## src/rtl/btb_2way_predictor.sv

```systemverilog
// Fetch-stage branch predictor: 2-way set-associative BTB with per-set LRU.
// Direction comes from per-entry counters (MODE 0) or a gshare PHT (MODE 1).
module btb_2way_predictor #(
    parameter int SETS  = 8,
    parameter int IDX_W = 3,
    parameter int MODE  = 0,
    parameter int GHR_W = 6
) (
    input  logic             clk,
    input  logic             rst_n,
    input  logic [31:0]      instructionPC_1,
    output logic [31:0]      branchPC,
    output logic             taken,
    output logic             flush,
    output logic [GHR_W-1:0] pht_idx_1,
    input  logic [31:0]      instructionPC_3,
    input  logic             is_branchInst_3,
    input  logic             taken_3,
    input  logic [31:0]      target_3,
    input  logic             prev_taken_3,
    input  logic [31:0]      prev_target_3,
    input  logic [GHR_W-1:0] pht_idx_3
);
    localparam int TAG_W = 30 - IDX_W;
    localparam int PHT_N = 1 << GHR_W;

    logic             valid_reg  [2][SETS];
    logic [TAG_W-1:0] tag_reg    [2][SETS];
    logic [31:0]      target_reg [2][SETS];
    logic [1:0]       ctr_reg    [2][SETS];
    logic             lru_reg    [SETS];
    logic [GHR_W-1:0] ghr_reg;
    logic [1:0]       pht_reg    [PHT_N];

    logic [IDX_W-1:0] idx_1, idx_3;
    logic [TAG_W-1:0] tag_1, tag_3;
    logic [1:0]       hit_way_1, hit_way_3;
    logic             hit_1, hit_3;
    logic             way_1, way_3, victim_3;
    logic             pred_taken_1;
    logic [GHR_W-1:0] pht_idx_int;
    logic             mis;
    logic [31:0]      redirect;

    function automatic logic [1:0] ctr_step(input logic [1:0] c, input logic up);
        if (up)
            return (c == 2'b11) ? c : c + 2'b01;
        else
            return (c == 2'b00) ? c : c - 2'b01;
    endfunction

    assign idx_1 = instructionPC_1[IDX_W+1:2];
    assign tag_1 = instructionPC_1[31:IDX_W+2];
    assign idx_3 = instructionPC_3[IDX_W+1:2];
    assign tag_3 = instructionPC_3[31:IDX_W+2];

    for (genvar gi = 0; gi < 2; gi++) begin : g_way
        assign hit_way_1[gi] = valid_reg[gi][idx_1] && (tag_reg[gi][idx_1] == tag_1);
        assign hit_way_3[gi] = valid_reg[gi][idx_3] && (tag_reg[gi][idx_3] == tag_3);
    end

    // A double match cannot be created by allocation; way 0 wins if it ever occurs.
    assign hit_1 = |hit_way_1;
    assign way_1 = ~hit_way_1[0];
    assign hit_3 = |hit_way_3;
    assign way_3 = ~hit_way_3[0];

    assign victim_3 = !valid_reg[0][idx_3] ? 1'b0 :
                      !valid_reg[1][idx_3] ? 1'b1 : lru_reg[idx_3];

    assign pht_idx_int  = instructionPC_1[GHR_W+1:2] ^ ghr_reg;
    assign pht_idx_1    = pht_idx_int;
    assign pred_taken_1 = hit_1 & ((MODE == 1) ? pht_reg[pht_idx_int][1]
                                               : ctr_reg[way_1][idx_1][1]);

    assign mis = is_branchInst_3 &
                 ((prev_taken_3 != taken_3) | (taken_3 & (prev_target_3 != target_3)));
    assign redirect = taken_3 ? target_3 : instructionPC_3 + 32'd4;

    always_comb begin
        flush    = 1'b0;
        taken    = pred_taken_1;
        branchPC = pred_taken_1 ? target_reg[way_1][idx_1] : instructionPC_1 + 32'd4;
        if (mis) begin
            flush    = 1'b1;
            taken    = 1'b0;
            branchPC = redirect;
        end
    end

    // Stage-1 reads see pre-update contents; resolve writes land on the next edge.
    always_ff @(posedge clk or negedge rst_n) begin
        if (!rst_n) begin
            for (int s = 0; s < SETS; s++) begin
                lru_reg[s] <= 1'b0;
                for (int w = 0; w < 2; w++) begin
                    valid_reg[w][s]  <= 1'b0;
                    tag_reg[w][s]    <= '0;
                    target_reg[w][s] <= '0;
                    ctr_reg[w][s]    <= 2'b00;
                end
            end
            ghr_reg <= '0;
            for (int p = 0; p < PHT_N; p++) begin
                pht_reg[p] <= 2'b01;
            end
        end else if (is_branchInst_3) begin
            if (hit_3) begin
                ctr_reg[way_3][idx_3] <= ctr_step(ctr_reg[way_3][idx_3], taken_3);
                if (taken_3) begin
                    target_reg[way_3][idx_3] <= target_3;
                end
                lru_reg[idx_3] <= ~way_3;
            end else if (taken_3) begin
                valid_reg[victim_3][idx_3]  <= 1'b1;
                tag_reg[victim_3][idx_3]    <= tag_3;
                target_reg[victim_3][idx_3] <= target_3;
                ctr_reg[victim_3][idx_3]    <= 2'b10;
                lru_reg[idx_3]              <= ~victim_3;
            end
            if (MODE == 1) begin
                pht_reg[pht_idx_3] <= ctr_step(pht_reg[pht_idx_3], taken_3);
                ghr_reg            <= {ghr_reg[GHR_W-2:0], taken_3};
            end
        end
    end
endmodule

```

## config.mk

```make
export PLATFORM = sky130hd
export DESIGN_NAME = btb_2way_predictor
export DESIGN_NICKNAME = d
export VERILOG_FILES = /design/src/rtl/btb_2way_predictor.sv
export SDC_FILE = /design/constraint.sdc
export NUM_CORES = 2
export LEC_CHECK = 0
export BUFFER_PORTS_ARGS = -buffer_cell sky130_fd_sc_hd__buf_2
export CAP_MARGIN = 20
export CELL_PAD_IN_SITES_DETAIL_PLACEMENT = 1
export CELL_PAD_IN_SITES_GLOBAL_PLACEMENT = 2
export CORE_ASPECT_RATIO = 0.5
export CORE_MARGIN = 3
export CORE_UTILIZATION = 23
export DETAILED_ROUTE_END_ITERATION = 10
export HOLD_SLACK_MARGIN = 0.05
export PLACE_DENSITY = 0.59
export SETUP_SLACK_MARGIN = 0.2
export SYNTH_ARGS = -nofsm -noshare
export SYNTH_HDL_FRONTEND = slang
export SYNTH_SLANG_ARGS = --single-unit
```

## constraint.sdc

```tcl
create_clock -name clk -period 5.3 [get_ports clk]
set_input_delay 1.06 -clock clk [delete_from_list [all_inputs] [get_ports clk]]
set_output_delay 1.06 -clock clk [all_outputs]
set_load 0.01 [all_outputs]
```

==> metrics.cfg <==
[synth]
synthAdderAreaFrac=0.000475
ys_ff_latch=1000
syn_avg_cell_area_sq_um=12.2
synth_compound_area_frac=0.0928
yosysTopAreaCellShare=0.475
ys_types=78
synth_cells=4311
synth_xor_area_frac=0.0264
synth_area_leaders=dfrtp_1, mux2_2, mux4_2
synth_area_leader_cell=dfrtp_1
synthMuxAreaShare=0.303
seq_area_frac_synth=0.475
yosys.area_share.simple=0.0629
synth-main-ff-cell=dfrtp_1
synth-edff-count=0
yosysWarnings=6
synth_area_sq_mm=0.0527
asyncSetResetFlopFracSynth=1.00
synth_top_family_by_area=multiplexers

[timing]
setup_ws_ps=-532
fin_crit_ps=5830
fmax_ghz=0.171
grt_setup_unrepaired=yes
holdWs_ps=359
maxSlewViolCount=0
worstMarginPinSlew_ps=984
slew_headroom=0.344
clock_skew_ps=41.0
post-route-period-util=1.10
tns_ps=-14980
hold_viol=0
finalSetupViolCount=33

[die]
die-area_sq_mm=0.235
io_pins=179
die_h_um=345
start_util=0.233
rows=123
die_x_um=683
core_sq_mm=0.226

[pwr]
combPwrFrac=0.226
internal_power_mw=17.2
switching_share=0.295
cellLeakagePower_nw=29.4
switchingPower_mw=7.20
power_frac_clock=0.339
p_total_mw=24.4
p_per_area_mw_per_mm2=367
ir_drop_uv=272
sequentialPowerShare=0.435

[global_route]
antenna_found_initial=16
grt_pass1_wl_mm=310
overflow=0
grt_usage=0.179
grt_pass1_vias=42300
grt_max_degree=121

[final_layout]
nets=4873
mostFrequentLayoutCells=dfrtp_1, mux2_2, buf_4, o22ai_1, mux2i_1
final_area_sq_mm=0.0664
largest_reg_flops=512
multi_input_area_sq_mm=0.0265
final_common_cell=dfrtp_1
area_growth_pct=26.0
regArea_sq_mm=0.0250
final_core_util=0.293
layout-drive-gt1-share=0.443
n_fill_cell=24500

[detailed_routing]
met2_length_mm=106
wl_per_cell_um=27.7
drt_first_iter_violations=2541
via_per_inst=5.01
drt_pre_antenna_iters=5
drc_errors=0
wl_met3_mm=8.50
top_layer_used=met5
wl_met1_mm=94.1
vias=39500
finalWirelength_mm=219
postRouteAntennaNets=0

[cts]
cts_buffer_depth=3
cts_buffers=112
clock_latency_ps=760
clock_sinks=1000
clkTransAtPathRegs_ps=50
hold_buffers=0
cts_tree=done
cts_root_buffer=clkbuf_16
h-tree-depth=3

[placement]
placed_area_sq_mm=0.0611
dpl.hpwl_mm=150
portBuffers=166
gp_congestion=0.861

[setup_path]
startpoint_type=input pin
worstPathMaxFanout=8
end_kind=primary output
path_class=in2out
cp.required_ps=4240
arrival_ps=4770

[min_path]
worstHoldPathType=in2async

[run]
maxCapViolCount=0

[status]
failed_checks=setup timing
status=finished, violations left

## through the flow
step | setup slack (ps) | instances
finish | -532 | 7887
global placement | -870 | 7635
floorplan | 90.9 | 4316
detailed placement | -960 | 7635
global route | -645 | 7877
CTS | -505 | 7848
## power by group through the flow
stage	Combinational (mW)	Sequential [mW]	Clock [mW]
2_1_floorplan	3.51	10.2	0
3_3_place_gp	5.15	10.5	0
3_5_place_dp	5.33	10.7	0
4_1_cts	5.43	10.6	8.45
5_1_grt	5.91	10.8	8.79
6_report	5.50	10.6	8.27
## cell type report
type,instances,share of cell area
multi-input combinational,2871,0.399
sequential,1000,0.377
timing repair buffer,732,0.108
tap,3062,0.0577
clock buffer,156,0.0477
clock inverter,40,0.00943
inverter,15,0.000847
antenna,11,0.000414
## kinds of logic after synthesis
group / count (synthesis)
AOI/OAI and AO/OA: 730
buffers and inverters: 445
other: 1
muxes: 1345
xor gates and xnor gates: 159
and+or+nand+nor: 629
DFF: 1000
adders and majority gates: 2
## final timing paths
check / start / to / slack (ps) / cells after the start
hold reg to reg: valid_reg[14]$_DFFE_PN0N_ / valid_reg[14]$_DFFE_PN0N_ / 480 / 2
min in group clk: valid_reg[14]$_DFFE_PN0N_ / valid_reg[14]$_DFFE_PN0N_ / 480 / 2
hold / removal: rst_n / tag_reg[197]$_DFFE_PN0P_ / 360 / 1
setup reg to reg: tag_reg[258]$_DFFE_PN0P_ / target_reg[419]$_DFFE_PN0P_ / 660 / 12
setup / recovery: instructionPC_1[2] / branchPC[16] / -530 / 16
max in group asynchronous: rst_n / target_reg[6]$_DFFE_PN0P_ / 3510 / 2
## synth_stat cells, types with 10 or more instances
cell type	instances
buf_6	18
or3_1	25
o31ai_1	10
nand3b_1	13
o22ai_1	219
inv_1	12
xor2_1	85
mux2i_1	204
and3b_1	13
buf_1	34
nand2b_1	27
nand2_4	16
nor4_1	20
and3_1	16
mux4_2	97
clkbuf_1	227
buf_4	37
nand3_1	42
o21ai_0	68
nor2_1	135
a22o_1	22
xnor2_1	74
a21bo_2	11
nand2_1	144
o21a_1	15
dfrtp_1	1000
mux2_2	947
a221o_1	15
buf_2	114
o221ai_1	26
nor3_1	74
nand4_1	42
a22oi_1	49
a31oi_1	27
mux2_1	97
nor2b_1	10
a221oi_1	50
o2bb2ai_1	18
a21oi_1	143
## worst max-delay path: stages
cell and delay, ps:
buf_16 130, buf_12 150, mux4_2 490, mux2i_1 200, xor2_1 230, nand2_2 160
or4b_4 580, nor4_4 270, buf_12 190, buf_16 150, buf_12 120, mux2i_1 170
a21oi_1 100, a31oi_2 390, a21oi_2 170, buf_2 170
## timing repair
item | 4_1_cts | 5_1_grt
buffers inserted | 12 | 21
pin swaps | 31 | 49
gates resized for setup | 78 | 100
setup endpoints to repair | 33 | 33
gates cloned | 5 | 7
## metal layers
metal | GRT usage | up-vias
li1 | - | 17000
met1 | 0.228 | 21300
met2 | 0.309 | 866
met3 | 0.0246 | 352
met4 | 0.0701 | 4
met5 | 0 | -
No activity file was read; power rests on OpenSTA's default activity.
